<file path="src/rtl/change_dispenser_if.sv">
// Purpose: bundles the change-dispenser handshakes (change amount in, hopper
//          req/ack out, status/result out) into one interface.
// Ports (signals):
//   change_valid/change_amt/change_ready : amount handshake from vending machine
//   hopper_empty                         : per-hopper empty flags [4]=20 .. [0]=1
//   coin_req/coin_denom/coin_ack         : one-coin request handshake to hopper driver
//   busy/done/coin_count/short_amt       : transaction status and result
// Modports: master = vending machine / hopper side, slave = dispenser.
interface change_dispenser_if #(
    parameter int unsigned AMT_W = 8
);
    logic             change_valid;
    logic [AMT_W-1:0] change_amt;
    logic             change_ready;
    logic [4:0]       hopper_empty;
    logic             coin_req;
    logic [2:0]       coin_denom;
    logic             coin_ack;
    logic             busy;
    logic             done;
    logic [7:0]       coin_count;
    logic [AMT_W-1:0] short_amt;

    modport master (
        output change_valid, change_amt, hopper_empty, coin_ack,
        input  change_ready, coin_req, coin_denom, busy, done, coin_count, short_amt
    );

    modport slave (
        input  change_valid, change_amt, hopper_empty, coin_ack,
        output change_ready, coin_req, coin_denom, busy, done, coin_count, short_amt
    );
endinterface

</file>
<file path="src/rtl/change_dispenser.sv">
// Purpose: pays out a change amount as coins, greedily taking the largest
//          available denomination (20,10,5,2,1), skipping empty or jammed
//          hoppers, and reporting coins paid plus any shortfall.
// Ports:
//   clk : system clock, rising edge
//   rst : synchronous active-low reset
//   bus : change_dispenser_if.slave (amount handshake, hopper req/ack, results)
module change_dispenser #(
    parameter int unsigned AMT_W       = 8,
    parameter int unsigned ACK_TIMEOUT = 16
) (
    input  logic                clk,
    input  logic                rst,
    change_dispenser_if.slave   bus
);
    localparam int unsigned NUM_HOP = 5;
    localparam int unsigned DEN_W   = 3;
    localparam int unsigned CNT_W   = 8;
    localparam int unsigned TMR_W   = $clog2(ACK_TIMEOUT);

    typedef enum logic [1:0] {IDLE, SELECT, REQ, DONE} state_t;

    state_t             state_q, state_n;
    logic [AMT_W-1:0]   remaining_q, remaining_n;
    logic [NUM_HOP-1:0] jam_q, jam_n;
    logic [TMR_W-1:0]   timer_q, timer_n;
    logic               coin_req_q, coin_req_n;
    logic [DEN_W-1:0]   coin_denom_q, coin_denom_n;
    logic               done_q, done_n;
    logic [CNT_W-1:0]   coin_count_q, coin_count_n;
    logic [AMT_W-1:0]   short_amt_q, short_amt_n;

    logic               found;
    logic [DEN_W-1:0]   sel_idx;
    logic [DEN_W-1:0]   hop_idx;

    // Face value of hopper index 0..4.
    function automatic logic [AMT_W-1:0] coin_value(input logic [DEN_W-1:0] idx);
        case (idx)
            3'd0:    coin_value = AMT_W'(1);
            3'd1:    coin_value = AMT_W'(2);
            3'd2:    coin_value = AMT_W'(5);
            3'd3:    coin_value = AMT_W'(10);
            3'd4:    coin_value = AMT_W'(20);
            default: coin_value = '0;
        endcase
    endfunction

    // State and datapath registers.
    always_ff @(posedge clk) begin
        if (!rst) begin
            state_q      <= IDLE;
            remaining_q  <= '0;
            jam_q        <= '0;
            timer_q      <= '0;
            coin_req_q   <= 1'b0;
            coin_denom_q <= '0;
            done_q       <= 1'b0;
            coin_count_q <= '0;
            short_amt_q  <= '0;
        end else begin
            state_q      <= state_n;
            remaining_q  <= remaining_n;
            jam_q        <= jam_n;
            timer_q      <= timer_n;
            coin_req_q   <= coin_req_n;
            coin_denom_q <= coin_denom_n;
            done_q       <= done_n;
            coin_count_q <= coin_count_n;
            short_amt_q  <= short_amt_n;
        end
    end

    // Next-state and next-output logic.
    always_comb begin
        state_n      = state_q;
        remaining_n  = remaining_q;
        jam_n        = jam_q;
        timer_n      = timer_q;
        coin_req_n   = coin_req_q;
        coin_denom_n = coin_denom_q;
        done_n       = 1'b0;
        coin_count_n = coin_count_q;
        short_amt_n  = short_amt_q;
        found        = 1'b0;
        sel_idx      = '0;
        hop_idx      = coin_denom_q - 3'd1;

        // Ascending scan: the last usable hopper found is the largest value.
        for (int i = 0; i < NUM_HOP; i++) begin
            if (coin_value(3'(i)) <= remaining_q && !bus.hopper_empty[i] && !jam_q[i]) begin
                found   = 1'b1;
                sel_idx = 3'(i);
            end
        end

        case (state_q)
            IDLE: begin
                if (bus.change_valid) begin
                    remaining_n  = bus.change_amt;
                    jam_n        = '0;
                    coin_count_n = '0;
                    short_amt_n  = '0;
                    state_n      = SELECT;
                end
            end
            SELECT: begin
                if (remaining_q == '0) begin
                    coin_denom_n = '0;
                    done_n       = 1'b1;
                    state_n      = DONE;
                end else if (found) begin
                    coin_denom_n = sel_idx + 3'd1;
                    coin_req_n   = 1'b1;
                    timer_n      = '0;
                    state_n      = REQ;
                end else begin
                    short_amt_n  = remaining_q;
                    coin_denom_n = '0;
                    done_n       = 1'b1;
                    state_n      = DONE;
                end
            end
            REQ: begin
                // Ack takes priority over a timeout on the same edge.
                if (bus.coin_ack) begin
                    remaining_n  = remaining_q - coin_value(hop_idx);
                    if (coin_count_q != '1) begin
                        coin_count_n = coin_count_q + 8'd1;
                    end
                    coin_req_n   = 1'b0;
                    coin_denom_n = '0;
                    state_n      = SELECT;
                end else if (timer_q == TMR_W'(ACK_TIMEOUT - 1)) begin
                    jam_n[hop_idx] = 1'b1;
                    coin_req_n     = 1'b0;
                    coin_denom_n   = '0;
                    state_n        = SELECT;
                end else begin
                    timer_n = timer_q + TMR_W'(1);
                end
            end
            DONE: begin
                state_n = IDLE;
            end
            default: begin
                state_n = IDLE;
            end
        endcase
    end

    assign bus.change_ready = (state_q == IDLE);
    assign bus.busy         = (state_q != IDLE);
    assign bus.coin_req     = coin_req_q;
    assign bus.coin_denom   = coin_denom_q;
    assign bus.done         = done_q;
    assign bus.coin_count   = coin_count_q;
    assign bus.short_amt    = short_amt_q;
endmodule

</file>
<file path="src/flat_wrapper.sv">
// flat-port wrapper written by rule: the top's interface ports become plain ports
module change_dispenser_flat 
#(
    parameter int unsigned AMT_W       = 8,
    parameter int unsigned ACK_TIMEOUT = 16
)
  (clk, rst, bus_change_valid, bus_change_amt, bus_hopper_empty, bus_coin_ack, bus_change_ready, bus_coin_req, bus_coin_denom, bus_busy, bus_done, bus_coin_count, bus_short_amt);
  change_dispenser_if #(.AMT_W(AMT_W)) bus_i ();
  input  logic clk;
  input  logic rst;
  input wire logic [$bits(bus_i.change_valid)-1:0] bus_change_valid;
  input wire logic [$bits(bus_i.change_amt)-1:0] bus_change_amt;
  input wire logic [$bits(bus_i.hopper_empty)-1:0] bus_hopper_empty;
  input wire logic [$bits(bus_i.coin_ack)-1:0] bus_coin_ack;
  output wire logic [$bits(bus_i.change_ready)-1:0] bus_change_ready;
  output wire logic [$bits(bus_i.coin_req)-1:0] bus_coin_req;
  output wire logic [$bits(bus_i.coin_denom)-1:0] bus_coin_denom;
  output wire logic [$bits(bus_i.busy)-1:0] bus_busy;
  output wire logic [$bits(bus_i.done)-1:0] bus_done;
  output wire logic [$bits(bus_i.coin_count)-1:0] bus_coin_count;
  output wire logic [$bits(bus_i.short_amt)-1:0] bus_short_amt;
  assign bus_i.change_valid = bus_change_valid;
  assign bus_i.change_amt = bus_change_amt;
  assign bus_i.hopper_empty = bus_hopper_empty;
  assign bus_i.coin_ack = bus_coin_ack;
  assign bus_change_ready = bus_i.change_ready;
  assign bus_coin_req = bus_i.coin_req;
  assign bus_coin_denom = bus_i.coin_denom;
  assign bus_busy = bus_i.busy;
  assign bus_done = bus_i.done;
  assign bus_coin_count = bus_i.coin_count;
  assign bus_short_amt = bus_i.short_amt;
  change_dispenser #(.AMT_W(AMT_W), .ACK_TIMEOUT(ACK_TIMEOUT)) u_core (.clk(clk), .rst(rst), .bus(bus_i));
endmodule
</file>
<file path="config.mk">
export PLATFORM = sky130hd
export DESIGN_NAME = change_dispenser_flat
export DESIGN_NICKNAME = d
export VERILOG_FILES = /design/src/rtl/change_dispenser_if.sv /design/src/rtl/change_dispenser.sv /design/src/flat_wrapper.sv
export SDC_FILE = /design/constraint.sdc
export NUM_CORES = 1
export LEC_CHECK = 0
export BUFFER_PORTS_ARGS = -buffer_cell sky130_fd_sc_hd__buf_2
export CAP_MARGIN = 40
export CORE_ASPECT_RATIO = 0.9
export CORE_MARGIN = 10
export CORE_UTILIZATION = 40
export DETAILED_ROUTE_END_ITERATION = 6
export PLACE_DENSITY = 0.65
export SETUP_SLACK_MARGIN = 0.2
export SLEW_MARGIN = 20
export SYNTH_ARGS = -nofsm -noshare
export SYNTH_HDL_FRONTEND = slang
export SYNTH_SLANG_ARGS = --single-unit
</file>
<file path="constraint.sdc">
create_clock -name clk -period 8.8 [get_ports clk]
set_input_delay 1.76 -clock clk [delete_from_list [all_inputs] [get_ports clk]]
set_output_delay 1.76 -clock clk [all_outputs]
set_load 0.01 [all_outputs]
</file>
==> results.yml, run 1 <==
clocking:
  clock-sinks: 40
  numCtsBuffers: 5
  cts_tree: "built"
  post_cts_buffers: 0
  clock_latency_ns: 0.30
  htreeDepth: 2
  cts-root-buf: "clkbuf_8"
  cts_buffer_depth: 2
  hold_buffers: 0
  path_clk_slew_ns: 0.08
  cts_resized: 0
routing:
  wl_per_cell_um: 16.1
  avgViaCountPerCell: 5.67
  route.vias.total: 2263
  first_iter_violations: 132
  totalWireLength_um: 6440
  drc: 0
  dr.pass1.iters: 5
  drtAntennaViolNets: 0
placed_design:
  gp_congestion: 0.896
  dp_hpwl_um: 4830
  dp.cells: 391
  port_buffers: 39
setup_path:
  path_class: "register to register"
  rr_worst_depth: 12
  crit_buf_inv: 2
  cp.arrival_ns: 3.49
  slowest_delay_ns: 0.47
  crit_fanout: 7
  worstPathRequired_ns: 9.03
  slowest_stage: "dfxtp_1"
  end_kind: "register"
  startpoint: "u_core.bus.coin_denom[0]$_SDFFE_PN0P_"
  reg2reg_from: "u_core.bus.coin_denom[0]$_SDFFE_PN0P_"
  cp_cell_sequence: "inv_1 -> ha_1 -> xnor2_1 -> o21a_1 -> ha_1 -> inv_1 -> fa_1 -> a21o_1 -> a21o_1 -> a211oi_1 -> mux2_2 -> a21oi_1"
  r2r_slack_ns: 5.54
  r2r_end: "u_core.remaining_q[6]$_SDFFE_PN0P_"
  worstSetupStartpointType: "register"
  critPathTopFamily: "compound AO/OA/AOI/OAI gates"
pwr:
  p_per_area_nw_per_um2: 264
  total_power_uw: 736
  ir_drop_uv: 123
  leakagePower_nw: 1.16
final_layout:
  fin_cells: 399
  fin_nets: 364
  drive_gt1_share_pct: 19.1
  antenna_cells: 0
  syn_to_final_growth_pct: 14.5
timing:
  hold_viol_final: 0
  worst_pin_slew_ns: 0.778
  max_freq_ghz: 0.307
  min_period_over_period_pct: 37.0
  clock_skew_ns: 0.00350
  rsz0062_at_grt: "false"
  slew_viol_final: 0
  fin_tns_setup_ns: 0
  min_period_ns: 3.26
  holdWs_ns: 0.457
  maxSlewHeadroom_pct: 48.1
  setup_viol: 0
yosys:
  syn-cell-area_um2: 2430
  yosysTopAreaCellShare_pct: 32.9
  synth_seq_cells: 40
  netlist_instances: 290
  ys_types: 55
  synth-main-ff-cell: "dfxtp_1"
  yosysWarnings: 0
  async_flop_share_pct: 0
  netlist_top_cells_count: "40 x dfxtp_1, 38 x nand2_1, 24 x nor2_1, 18 x ha_1, 18 x inv_1"
  synth_fp_nets: 326
  synth_top_area_cell: "dfxtp_1"
  synthTopCellsByArea: "dfxtp_1 33%, ha_1 9.3%, nand2_1 5.9%"
  synth_seq_area_share_pct: 32.9
  avgSynthCellArea_um2: 8.39
  yosysMostFrequentCell: "dfxtp_1"
  synth_edf_count: 0
global_routing:
  grt_pass1_wl_um: 10900
  antenna_found_initial: 0
  grt_pass1_vias: 2314
  grt_max_degree: 20
  grt_use_total_pct: 14.0
  gr-total-overflow: 0
floorplan:
  num_rows: 26
  fp.coreArea_um2: 5790
  dieArea_um2: 9610
  start_util_pct: 42.0
  fp.dieH_um: 94.0
  pin_count: 40
  die_x_um: 102
worst_hold_path:
  hold_depth: 2
  hp-class: "register to register"
  hp-start: "u_core.bus.short_amt[0]$_SDFFE_PN0P_"
  hold_end: "u_core.bus.short_amt[0]$_SDFFE_PN0P_"
run:
  cap_violations: 0
outcome:
  outcome: "complete, no violations"
-- tightest hold or removal path, delay by kind of cell, from the launching register on --
family,cells,cell delay [ns]
AND/OR/NAND/NOR,1,0.05
multiplexers,1,0.05
flip-flops,1,0.31
-- layout make-up --
class / count / area, µm²
tap: 70 / 87.6
clock inverter: 3 / 42.5
fill: 594 / 3000
sequential: 40 / 801
timing repair buffer: 40 / 203
multi-input combinational: 223 / 1520
clock buffer: 5 / 68.8
inverter: 18 / 67.6
-- routing by layer --
metal  track usage, %  up-vias  part of all wire, %
met5                0        -                    0
met4             2.93        0                 0.76
met3             3.31        8                  6.1
met2             23.1       78                   46
met1             18.0     1043                   47
li1                 -     1134                    -
-- cells by family after synthesis --
| family | share of synthesized area [%] |
|---|---|
| multiplexers | 5.04 |
| AO/OA/AOI/OAI | 23.4 |
| XOR/XNOR | 3.24 |
| flip-flops | 32.9 |
| buffers and inverters | 4.78 |
| AND/OR/NAND/NOR | 20.5 |
| adder cells (fa/ha/maj) | 10.1 |
-- worst max path at each step --
stage,end,depth (start not counted),slack [ns]
6_report,u_core.remaining_q[6]$_SDFFE_PN0P_,12,5.54
5_1_grt,u_core.remaining_q[6]$_SDFFE_PN0P_,12,5.36
3_5_place_dp,u_core.bus.coin_denom[2]$_SDFFE_PN0P_,8,5.52
4_1_cts,u_core.remaining_q[6]$_SDFFE_PN0P_,12,5.59
2_1_floorplan,u_core.bus.coin_denom[2]$_SDFFE_PN0P_,7,5.75
3_3_place_gp,u_core.bus.coin_denom[2]$_SDFFE_PN0P_,8,5.55
-- through the flow --
step,util (%),setup WS [ns],area [µm²]
2_1_floorplan,-,5.75,2430
3_3_place_gp,46.2,5.55,2680
3_5_place_dp,46.2,5.52,2680
4_1_cts,48.1,5.59,2790
6_report,48.1,5.54,2790
5_1_grt,48.1,5.36,2790
-- power by group --
part	leakage, nW	total [mW]	switching (mW)	internal [mW]
sequential	0.325	0.232	0.0320	0.200
combinational	0.785	0.348	0.206	0.142
clock	0.0541	0.155	0.0711	0.0840
-- sequential cells by signal (all words and copies together), names as in the netlist --
signal	flops
u_core.bus.short_amt	8
u_core.state_q	2
u_core.bus.coin_denom	3
u_core.bus.coin_count	8
u_core.timer_q	4
u_core.bus.coin_req	1
u_core.remaining_q	8
u_core.jam_q	5
u_core.bus.done	1
-- cell usage in the layout, fill, tap and decap left out, types with 2 or more instances in the layout --
cell type	instances
a211oi_1	3
a211oi_2	2
a21boi_0	3
a21o_1	3
a21oi_1	14
a22o_1	3
a22oi_1	2
a31oi_1	11
and3_1	2
and3_2	2
buf_2	39
clkbuf_8	5
dfxtp_1	40
ha_1	18
inv_1	18
mux2_2	2
mux2i_1	10
nand2_1	38
nand3_1	5
nand4_1	3
nand4b_1	2
nor2_1	24
nor3_1	10
nor4_1	4
o211ai_1	3
o21a_1	4
o21ai_0	13
o22ai_1	3
o311a_1	2
o31ai_1	2
or2_2	2
or3_1	3
xnor2_1	7
xor2_1	2
(Power assumes the default switching activity.)
==> run 2, diff against run 1 <==
==> constraint.sdc (replaced) <==
create_clock -name clk -period 3.22 [get_ports clk]
set_input_delay 0.644 -clock clk [delete_from_list [all_inputs] [get_ports clk]]
set_output_delay 0.644 -clock clk [all_outputs]
set_load 0.01 [all_outputs]
==> results.yml, run 2 (synthesized netlist as in run 1, its figures left out) <==
final_layout:
  final_common_cell: "buf_2"
  mostFrequentLayoutCells: "39 x buf_2, 38 x nand2_1, 38 x dfxtp_1"
  fillCellCount: 595
  syn_to_final_growth_pct: 16.2
  drive_gt1_share_pct: 21.3
  seqCellArea_um2: 803
  fin_nets: 368
  antenna_cells: 0
  multi_input_area_um2: 1530
run:
  cap_violations: 0
routing:
  first_iter_violations: 152
  drc: 0
  dr.pass1.iters: 4
  route.vias.total: 2296
  drtAntennaViolNets: 0
  wl_per_cell_um: 16.1
  totalWireLength_um: 6510
  avgViaCountPerCell: 5.70
timing:
  holdWs_ns: 0.462
  fin_tns_setup_ns: 0
  rsz0062_at_grt: "false"
  setup_viol: 0
  max_freq_ghz: 0.354
  maxSlewHeadroom_pct: 46.2
  min_period_ns: 2.82
  hold_viol_final: 0
  worst_pin_slew_ns: 0.803
  slew_viol_final: 0
  clock_skew_ns: 0.00424
  min_period_over_period_pct: 87.6
placed_design:
  dp_hpwl_um: 4870
  port_buffers: 39
  gp_congestion: 0.856
clocking:
  path_clk_slew_ns: 0.08
  numCtsBuffers: 5
  cts_buffer_depth: 2
  clock_latency_ns: 0.31
  clock-sinks: 40
  cts-root-buf: "clkbuf_8"
  hold_buffers: 0
  htreeDepth: 2
  cts_tree: "built"
setup_path:
  end_kind: "register"
  worstPathRequired_ns: 3.46
  crit_fanout: 7
  path_class: "register to register"
  rr_worst_depth: 12
  cp.arrival_ns: 3.06
  worstSetupStartpointType: "register"
outcome:
  outcome: "complete, no violations"
floorplan:
  fp.dieH_um: 94.0
  dieArea_um2: 9610
  die_x_um: 102
  start_util_pct: 42.0
  fp.coreArea_um2: 5790
  pin_count: 40
  num_rows: 26
pwr:
  leakagePower_nw: 1.19
  p_per_area_nw_per_um2: 736
  ir_drop_uv: 279
global_routing:
  grt_pass1_vias: 2230
  gr-total-overflow: 0
  grt_max_degree: 17
  grt_pass1_wl_um: 10800
  grt_use_total_pct: 14.0
  antenna_found_initial: 0
worst_hold_path:
  hp-class: "register to register"
  hold_depth: 2
==> run 2: timing repair <==
| action | 4_1_cts | 5_1_grt |
|---|---|---|
| resized for setup | 1 | 4 |
| pin swaps | 1 | 1 |
| setup buffers | 1 | 1 |
| endpoints found under the setup margin | 1 | 1 |
==> run 2: worst max-delay path: stages (launching register included) <==
cell      delay, ns
dfxtp_2        0.40
inv_2          0.08
ha_1           0.23
xnor2_2        0.23
o21a_1         0.17
ha_1           0.15
inv_1          0.05
fa_1           0.39
a21o_1         0.17
a21o_1         0.20
a211oi_2       0.22
mux2_2         0.35
a21oi_1        0.11
==> run 2: metrics by stage <==
stage | worst slack, ns | cell area (µm²) | util, % | total power, mW | cells
after floorplan | 0.264 | 2430 | - | 1.37 | 290
after global placement | 0.167 | 2690 | 46.5 | 1.59 | 393
after detailed placement | 0.128 | 2690 | 46.5 | 1.60 | 393
after CTS | 0.201 | 2810 | 48.6 | 2.04 | 402
after global routing | 0.238 | 2830 | 48.8 | 2.24 | 403
final | 0.398 | 2830 | 48.8 | 2.08 | 403
==> run 2: path summary, 6_finish.rpt <==
path,startpoint,to,slack (ns)
hold reg to reg,u_core.bus.short_amt[3]$_SDFFE_PN0P_,u_core.bus.short_amt[3]$_SDFFE_PN0P_,0.46
setup reg to reg,u_core.bus.coin_denom[0]$_SDFFE_PN0P_,u_core.remaining_q[6]$_SDFFE_PN0P_,0.40
setup / recovery,u_core.bus.coin_denom[0]$_SDFFE_PN0P_,u_core.remaining_q[6]$_SDFFE_PN0P_,0.40
hold / removal,u_core.bus.short_amt[3]$_SDFFE_PN0P_,u_core.bus.short_amt[3]$_SDFFE_PN0P_,0.46
==> run 2: layout make-up <==
type	count	area share (%)
clock buffer	6	2.57
sequential	40	28.4
timing repair buffer	44	8.23
multi-input combinational	223	54.1
tap	70	3.10
clock inverter	2	1.24
inverter	18	2.39
==> run 2: power breakdown <==
group          leakage (nW)  switching [mW]  internal [mW]
logic                 0.813           0.591          0.436
registers             0.326          0.0830          0.549
clock network        0.0552           0.191          0.230
==> run 2: metal layers <==
metal / vias up / share of wire [%] / GRT usage (%)
met4: 0 / 1.5 / 4.34
met5: - / 0 / 0
met1: 1086 / 47 / 17.3
met3: 9 / 6.9 / 4.64
met2: 62 / 45 / 22.6
li1: 1139 / - / -
